## config.mk

```make
export PLATFORM = sky130hd
export DESIGN_NAME = mmio_pwm_bank
export DESIGN_NICKNAME = d
export VERILOG_FILES = /design/src/rtl/mmio_pwm_bank.sv
export SDC_FILE = /design/constraint.sdc
export NUM_CORES = 1
export LEC_CHECK = 0
export ABC_CLOCK_PERIOD_IN_PS = 1900
export CAP_MARGIN = 20
export CELL_PAD_IN_SITES_DETAIL_PLACEMENT = 1
export CELL_PAD_IN_SITES_GLOBAL_PLACEMENT = 2
export CORE_MARGIN = 5
export CORE_UTILIZATION = 32
export DETAILED_ROUTE_END_ITERATION = 10
export PLACE_DENSITY_LB_ADDON = 0.1
export SETUP_SLACK_MARGIN = 0.05
export SYNTH_ARGS = -nofsm -noshare
export SYNTH_HDL_FRONTEND = slang
export SYNTH_SLANG_ARGS = --single-unit
```

## constraint.sdc

```tcl
create_clock -name clock -period 1.9 [get_ports clock]
set_input_delay 0.57 -clock clock [delete_from_list [all_inputs] [get_ports clock]]
set_output_delay 0.57 -clock clock [all_outputs]
set_load 0.1 [all_outputs]
```

## src/rtl/mmio_pwm_bank.sv

```systemverilog
// Memory-mapped bank of PWM channels with double-buffered duty registers and
// a synchronized switch input register, on a single-word processor bus.
module mmio_pwm_bank #(
   parameter int unsigned CHANNELS  = 4,
   parameter int unsigned DUTY_W    = 10,
   parameter int unsigned SW_W      = 16,
   parameter int unsigned BASE_ADDR = 4096
) (
   input  logic                clock,
   input  logic                reset_n,
   input  logic                wren,
   input  logic [31:0]         address,
   input  logic [31:0]         wdata,
   output logic [31:0]         rdata,
   output logic                hit,
   input  logic [SW_W-1:0]     sw,
   output logic [CHANNELS-1:0] pwm,
   output logic                wrap
);

   localparam int unsigned NUM_REGS = CHANNELS + 2;
   localparam int unsigned RUN_BIT  = 8;

   logic [SW_W-1:0]     sw_meta;
   logic [SW_W-1:0]     sw_sync;
   logic [CHANNELS-1:0] enable;
   logic                run;
   logic [DUTY_W-1:0]   cnt;
   logic [DUTY_W-1:0]   shadow [CHANNELS];
   logic [DUTY_W-1:0]   active [CHANNELS];

   logic [31:0]         offset_c;
   logic                in_range_c;
   logic                ctrl_wr_c;
   logic                run_next_c;
   logic                start_c;
   logic                roll_c;
   logic                load_c;
   logic [CHANNELS-1:0] duty_wr_c;
   logic [CHANNELS-1:0] pwm_next_c;
   logic [31:0]         rdata_next_c;
   logic                unused_wdata_c;

   // Address decode relative to the switch register; anything below BASE wraps high and misses.
   assign offset_c       = address - 32'(BASE_ADDR);
   assign in_range_c     = offset_c < 32'(NUM_REGS);
   assign ctrl_wr_c      = wren & (offset_c == 32'd1);
   assign run_next_c     = ctrl_wr_c ? wdata[RUN_BIT] : run;
   assign start_c        = run_next_c & ~run;
   assign roll_c         = run & (&cnt);
   assign load_c         = roll_c | start_c;
   assign unused_wdata_c = ^wdata;

   always_comb begin
      duty_wr_c  = '0;
      pwm_next_c = '0;
      for (int unsigned i = 0; i < CHANNELS; i++) begin
         duty_wr_c[i]  = wren & (offset_c == 32'(i + 2));
         pwm_next_c[i] = run & enable[i] & (cnt < active[i]);
      end
   end

   // Read mux; duty reads expose the shadow, not the value currently driving the output.
   always_comb begin
      rdata_next_c = '0;
      if (offset_c == 32'd0) begin
         rdata_next_c = 32'(sw_sync);
      end else if (offset_c == 32'd1) begin
         rdata_next_c = 32'(enable) | (32'(run) << RUN_BIT);
      end
      for (int unsigned i = 0; i < CHANNELS; i++) begin
         if (offset_c == 32'(i + 2)) begin
            rdata_next_c = 32'(shadow[i]);
         end
      end
   end

   always_ff @(posedge clock or negedge reset_n) begin
      if (!reset_n) begin
         sw_meta <= '0;
         sw_sync <= '0;
      end else begin
         sw_meta <= sw;
         sw_sync <= sw_meta;
      end
   end

   always_ff @(posedge clock or negedge reset_n) begin
      if (!reset_n) begin
         rdata <= '0;
         hit   <= 1'b0;
      end else begin
         rdata <= rdata_next_c;
         hit   <= in_range_c;
      end
   end

   always_ff @(posedge clock or negedge reset_n) begin
      if (!reset_n) begin
         enable <= '0;
         run    <= 1'b0;
      end else if (ctrl_wr_c) begin
         enable <= wdata[CHANNELS-1:0];
         run    <= wdata[RUN_BIT];
      end
   end

   // Active duty only follows the shadow at period boundaries, so outputs never glitch.
   always_ff @(posedge clock or negedge reset_n) begin
      if (!reset_n) begin
         for (int unsigned i = 0; i < CHANNELS; i++) begin
            shadow[i] <= '0;
            active[i] <= '0;
         end
      end else begin
         for (int unsigned i = 0; i < CHANNELS; i++) begin
            if (duty_wr_c[i]) begin
               shadow[i] <= wdata[DUTY_W-1:0];
            end
            if (load_c) begin
               active[i] <= shadow[i];
            end
         end
      end
   end

   always_ff @(posedge clock or negedge reset_n) begin
      if (!reset_n) begin
         cnt  <= '0;
         wrap <= 1'b0;
         pwm  <= '0;
      end else begin
         if (start_c) begin
            cnt <= '0;
         end else if (run) begin
            cnt <= cnt + DUTY_W'(1);
         end
         wrap <= roll_c & run_next_c;
         pwm  <= pwm_next_c;
      end
   end

endmodule

```

Word-level counts from Yosys, hierarchy flattened --
Index checks and enable logic that the tools add are counted.
Word-level totals: flip-flop bits (word level) 165, output and inout port bits 38, bits of input ports 83
Cells by class: $add $sub $neg 2, eq/ne operators 5, multiplexer cells 9, reductions and logical operators 3, bitwise operators 19, order comparisons 5
Operators with widths (number):
- $mux 32 | 5
- $eq 32x2->1 const B | 2
- $eq 32x3->1 const B | 2
- $lt 10x10->1 | 4
- $eq 32x1->1 const B | 1
- $logic_not 32->1 | 1
- $lt 32x3->1 const B | 1
- $sub 32x13->32 const B | 1
- $mux 10 | 2
- $and 1x1->1 | 16
- $add 10x1->10 const B | 1
- $reduce_and 10->1 | 1
- $mux 9 | 1
- $or 4x9->9 | 1
- $reduce_bool 2->1 | 1
- $mux 1 | 1
- $not 1->1 | 1
- $or 1x1->1 | 1

Depth between registers and ports, before layout --
depth after elaboration 8, mapped depth 8, mapped depth without buffers 7

Worst setup path after synthesis --
Ideal clock, no wire load.
kind input -> register, from input address[12], to register active[12] (netlist bit), data required time 1.773 ns, slack -0.981 ns, library setup time 0.127 ns, cell stages on the path 8, arrival 2.754 ns, path buffers 2, cell sequence or4_1 -> o22ai_2 -> o31ai_4 -> or2_1 -> buf_2 -> o41ai_4 -> buf_6 -> mux2_1
Between the ends: word-level cells in the longest chain between the ends 6
RTL lines:
- start: declaration | RTL line 12 | input logic [31:0] address,
- $sub 32x13->32 | RTL line 45 | assign offset_c = address - 32'(BASE_ADDR);
- $eq 32x1->1 | RTL line 47 | assign ctrl_wr_c = wren & (offset_c == 32'd1);
- $and 1x1->1 | RTL line 47
- $mux 1
- $and 1x1->1 | RTL line 49 | assign start_c = run_next_c & ~run;
- $or 1x1->1 | RTL line 51 | assign load_c = roll_c | start_c;
- end signal: indexed assignment | RTL line 121 | active[i] <= shadow[i];
- end: declaration | RTL line 30 | logic [DUTY_W-1:0] active [CHANNELS];
No other way between the ends. A chain may end at the register's enable or synchronous reset.

Worst setup path in the final report --
from input address[22], to register shadow[37] (netlist bit)
Between the ends: word-level cells in the longest chain between the ends 3
RTL lines:
- $sub 32x13->32 | RTL line 45
- $eq 32x2->1 | RTL line 58 | duty_wr_c[i] = wren & (offset_c == 32'(i + 2));
- $and 1x1->1 | RTL line 58
- end signal: indexed assignment | RTL line 118 | shadow[i] <= wdata[DUTY_W-1:0];
- end: declaration | RTL line 29 | logic [DUTY_W-1:0] shadow [CHANNELS];
No other way between the ends.

==> metrics.md <==
| Metric | Value |
|---|---|
| Commonest non-fill, non-tap cell in the layout | `dfrtp_1` |
| Crit path from | `address[22]` |
| Outcome | `finished with violations` |
| Unrepaired setup endpoints after global routing | `true` |
| Reg power frac | `46.1%` |
| Mapped Cells | `529` |
| Largest net degree at the start of global routing | `48` |
| TritonCTS Buffers | `17` |
| Drt total wl | `21,200 microns` |
| Commonest non-fill, non-tap cells in the layout | `dfrtp_1 (149), buf_4 (59), mux2_4 (53)` |
| Via density | `a little under 5` |
| Vias | `4,844` |
| Hold_ws | `0.101 ns` |
| Initial antenna violation count | `0` |
| Ys Warns | `0` |
| CP endpoint | `shadow[37]$_DFFE_PN0P_` |
| CTS Buffer Depth | `2` |
| Row count | `53` |
| Clock share of power | `46.4%` |
| Port-buffer cells | `82` |
| Final Net Count | `818` |
| Routed WL per cell | `21.5 microns` |
| Area growth, synth to finish | `44.7%` |
| Nature of the critical path startpoint | `input port` |
| Placed Area | `0.00870 sq mm` |
| Crit share post-route | `128%` |
| Max FO, Critical Path | `7` |
| Core Box Area | `0.0211 sq mm` |
| Final Hold Viols | `0` |
| Family with the most delay on the worst path | `simple AND/OR/NAND/NOR gates` |
| Crit. End Element | `flop` |
| Max-Cap Viols | `0` |
| CP Class | `in2reg` |
| Post-placement cell count | `936` |
| Synth Cell Area | `0.00687 sq mm` |
| Slew @ Worst Pin | `about 0.52 ns` |
| Final-layout fill cell count | `2,176` |
| Power density over cell area | `703 mW/mm^2` |
| RD Place Congestion | `0.787` |
| Required time worst endpoint | `2.19 ns` |
| R2r setup slk | `-0.29 ns` |
| Crit path DAT | `2.72 ns` |
| Detailed Place HPWL | `15,000 microns` |
| DR iter-0 viols | `161` |
| Min cycle time layout | `around 2.4 ns` |
| Hold_buf cts | `0` |
| Clock sink count | `about 150` |
| Design Power | `6980 uW` |
| Syn Area/Cell | `around 13 sq um` |
| Comb pwr share | `7.5%` |
| Max VDD drop | `between 500 and 600 uV` |
| Global-route wire length before repair | `32,700 microns` |
| Worst setup margin | `-0.523 ns` |
| Register area share after synthesis | `a little over half` |
| Total congestion overflow | `0` |
| Flops & latches, synth | `149` |
| Die Y | `156 microns` |
| Critical path cell sequence | `buf_8 -> or4_4 -> o22ai_4 -> o31ai_4 -> buf_4 -> buf_6 -> nor3_4 -> and4b_1 -> buf_6 -> mux2_1` |
| Synth unique cells | `55` |
| Worst R2R Path Depth | `9` |
| Psw | `1740 uW` |
| Clock skew | `roughly 0.012 ns` |
| Clk_lat worst skew | `between 0.4 and 0.5 ns` |
| Async SR Flop Fraction | `between 90% and 100%` |
| CTS tree | `done` |
| Remaining DRCs | `0` |
| HP Class | `in2async` |
| Ant. Diodes | `0` |
| Most used cell, CP | `buf_6` |
| Die width | `156 microns` |
| Most used DFF post-synth | `dfrtp_1` |
| Cell Int Power | `5240 uW` |
| Initial Util | `between 30% and 40%` |
| Failing checks | `setup timing` |
| Crit-path slowest cell | `or4_4` |
| Critical R2R Capture | `active[34]$_DFFE_PN0P_` |
| Clock-pin slew on the worst setup and hold paths | `0.06 ns` |
| Vias in the first global route | `5,573` |
| Non-Filler Instances | `986` |
| Switching Fraction | `24.9%` |
| Pleak | `0.00455 uW` |
| DIE AREA | `0.0245 sq mm` |
| H-Tree Depth | `4` |
| Max Freq | `413 MHz` |
| Share of cells above drive strength 1 | `slightly above 40%` |
| GRT Total Usage | `17.9%` |
| Ports | `121` |
| Reg2reg start | `cnt[1]$_DFFE_PN0P_` |
| Critical path's largest stage delay | `between 0.5 and 0.6 ns` |
| Fin area | `0.00993 sq mm` |
| Clock Tree Root | `clkbuf_16` |
| WP buf/inv | `4` |
| Initial DRT Pass Iterations | `4` |
| Final setup fails | `113` |
| Number of synthesized flops with an enable pin | `0` |
| Slew margin rel. | `between 60% and 70%` |
| Final antenna-violating net count | `0` |
| Critical path depth in cells | `10` |
| Max-slew violations | `0` |
## routing by layer
metal  GRT usage (%)  part of all wire [%]  up-vias
met5               0                     0        -
met4            5.79                   1.7        0
met3            4.40                   4.0       19
met2            30.0                    50      107
met1            22.9                    44     2510
li1                -                     -     2208
## sequential cells by signal (all words and copies together), names as in the netlist
name / count
sw_sync: 16
sw_meta: 16
enable: 4
hit: 1
cnt: 10
pwm: 4
active: 40
shadow: 40
wrap: 1
rdata: 16
run: 1
## cells in the mapped netlist, types with 2 or more instances
| cell type | count | area, sq um |
|---|---|---|
| ha_1 | 37 | 463 |
| and3_1 | 6 | 37.5 |
| dfrtp_1 | 149 | 3730 |
| clkbuf_1 | 7 | 26.3 |
| a21oi_1 | 17 | 85.1 |
| a221o_1 | 9 | 90.1 |
| buf_4 | 16 | 120 |
| nor4_1 | 11 | 68.8 |
| a22oi_1 | 5 | 37.5 |
| or2_1 | 2 | 12.5 |
| nand4_1 | 2 | 12.5 |
| and4_1 | 2 | 17.5 |
| xnor2_1 | 2 | 17.5 |
| buf_2 | 3 | 15.0 |
| nand2_1 | 21 | 78.8 |
| o21ai_0 | 9 | 45.0 |
| nand2b_1 | 7 | 43.8 |
| inv_1 | 39 | 146 |
| mux4_2 | 5 | 113 |
| or3_1 | 2 | 12.5 |
| buf_6 | 4 | 45.0 |
| and3b_1 | 6 | 52.6 |
| nor2_1 | 7 | 26.3 |
| mux2i_1 | 3 | 30.0 |
| a21o_1 | 12 | 90.1 |
| or2_2 | 4 | 25.0 |
| and2_1 | 6 | 37.5 |
| and4b_1 | 2 | 20.0 |
| mux2_1 | 47 | 529 |
| a211oi_1 | 5 | 37.5 |
| mux2_2 | 42 | 473 |
| nand3_1 | 14 | 70.1 |
| nor2b_1 | 2 | 12.5 |
| xor2_1 | 2 | 17.5 |
| or4_1 | 2 | 15.0 |
## logic make-up (layout without fill, tap and decap cells)
group | Yosys count | count (layout) | synth area share (%)
fa+ha+maj | 37 | 37 | 6.74
simple gates | 103 | 104 | 9.04
compound gates | 68 | 68 | 7.47
mux | 97 | 97 | 16.7
xor+xnor | 4 | 4 | 0.510
flops | 149 | 149 | 54.3
other cells | 1 | 16 | 0.0546
buf+inv | 70 | 236 | 5.19
## what timing repair did
action	in CTS	in global routing
pin swaps	20	23
cloned	5	2
gates resized for setup	157	52
buffers inserted	10	4
setup endpoints to repair	115	115
endpoints found under the hold margin	0	0
## metrics by stage
step	setup WS [ns]	setup TNS (ns)	util, %
2_1_floorplan	-0.807	-72.84	-
3_3_place_gp	-1.35	-138.94	41.3
3_5_place_dp	-1.36	-141.04	41.3
4_1_cts	-0.598	-50.56	46.4
5_1_grt	-0.562	-52.28	47.1
6_report	-0.523	-47.36	47.1
## worst min-delay path by stage
stage                                  end  slack, ns  cells after the start
floorplan            active[0]$_DFFE_PN0P_       0.27                      0
global placement     sw_sync[13]$_DFF_PN0_       0.33                      0
detailed placement   sw_sync[15]$_DFF_PN0_       0.34                      0
CTS                 active[20]$_DFFE_PN0P_        0.1                      1
global route            cnt[1]$_DFFE_PN0P_       0.11                      1
finish                  cnt[4]$_DFFE_PN0P_       0.10                      1
## layout make-up
class	instances	area [sq um]	area share (%)
inverters	39	146	1.47
clock inverters	13	126	1.27
multi-input cells	326	3310	33.3
well taps	275	344	3.46
repair buffers	165	1840	18.5
flip-flops and latches	149	3730	37.5
clock buffers	19	443	4.46
## power by group through the flow
stage / clock network (uW) / logic, uW / registers, uW
2_1_floorplan: 0 / 227 / 3270
3_3_place_gp: 0 / 495 / 3280
3_5_place_dp: 0 / 503 / 3280
4_1_cts: 3330 / 516 / 3220
5_1_grt: 3500 / 561 / 3220
6_report: 3240 / 524 / 3220
## worst register-to-register path: cells and delay by family, from the launching register on
family | cells | cell delay [ns]
fa+ha+maj | 1 | 0.21
flops | 1 | 0.36
simple gates | 3 | 0.55
compound gates | 1 | 0.11
buf+inv | 3 | 0.52
mux | 1 | 0.31
No activity file was read; power rests on OpenSTA's default activity.
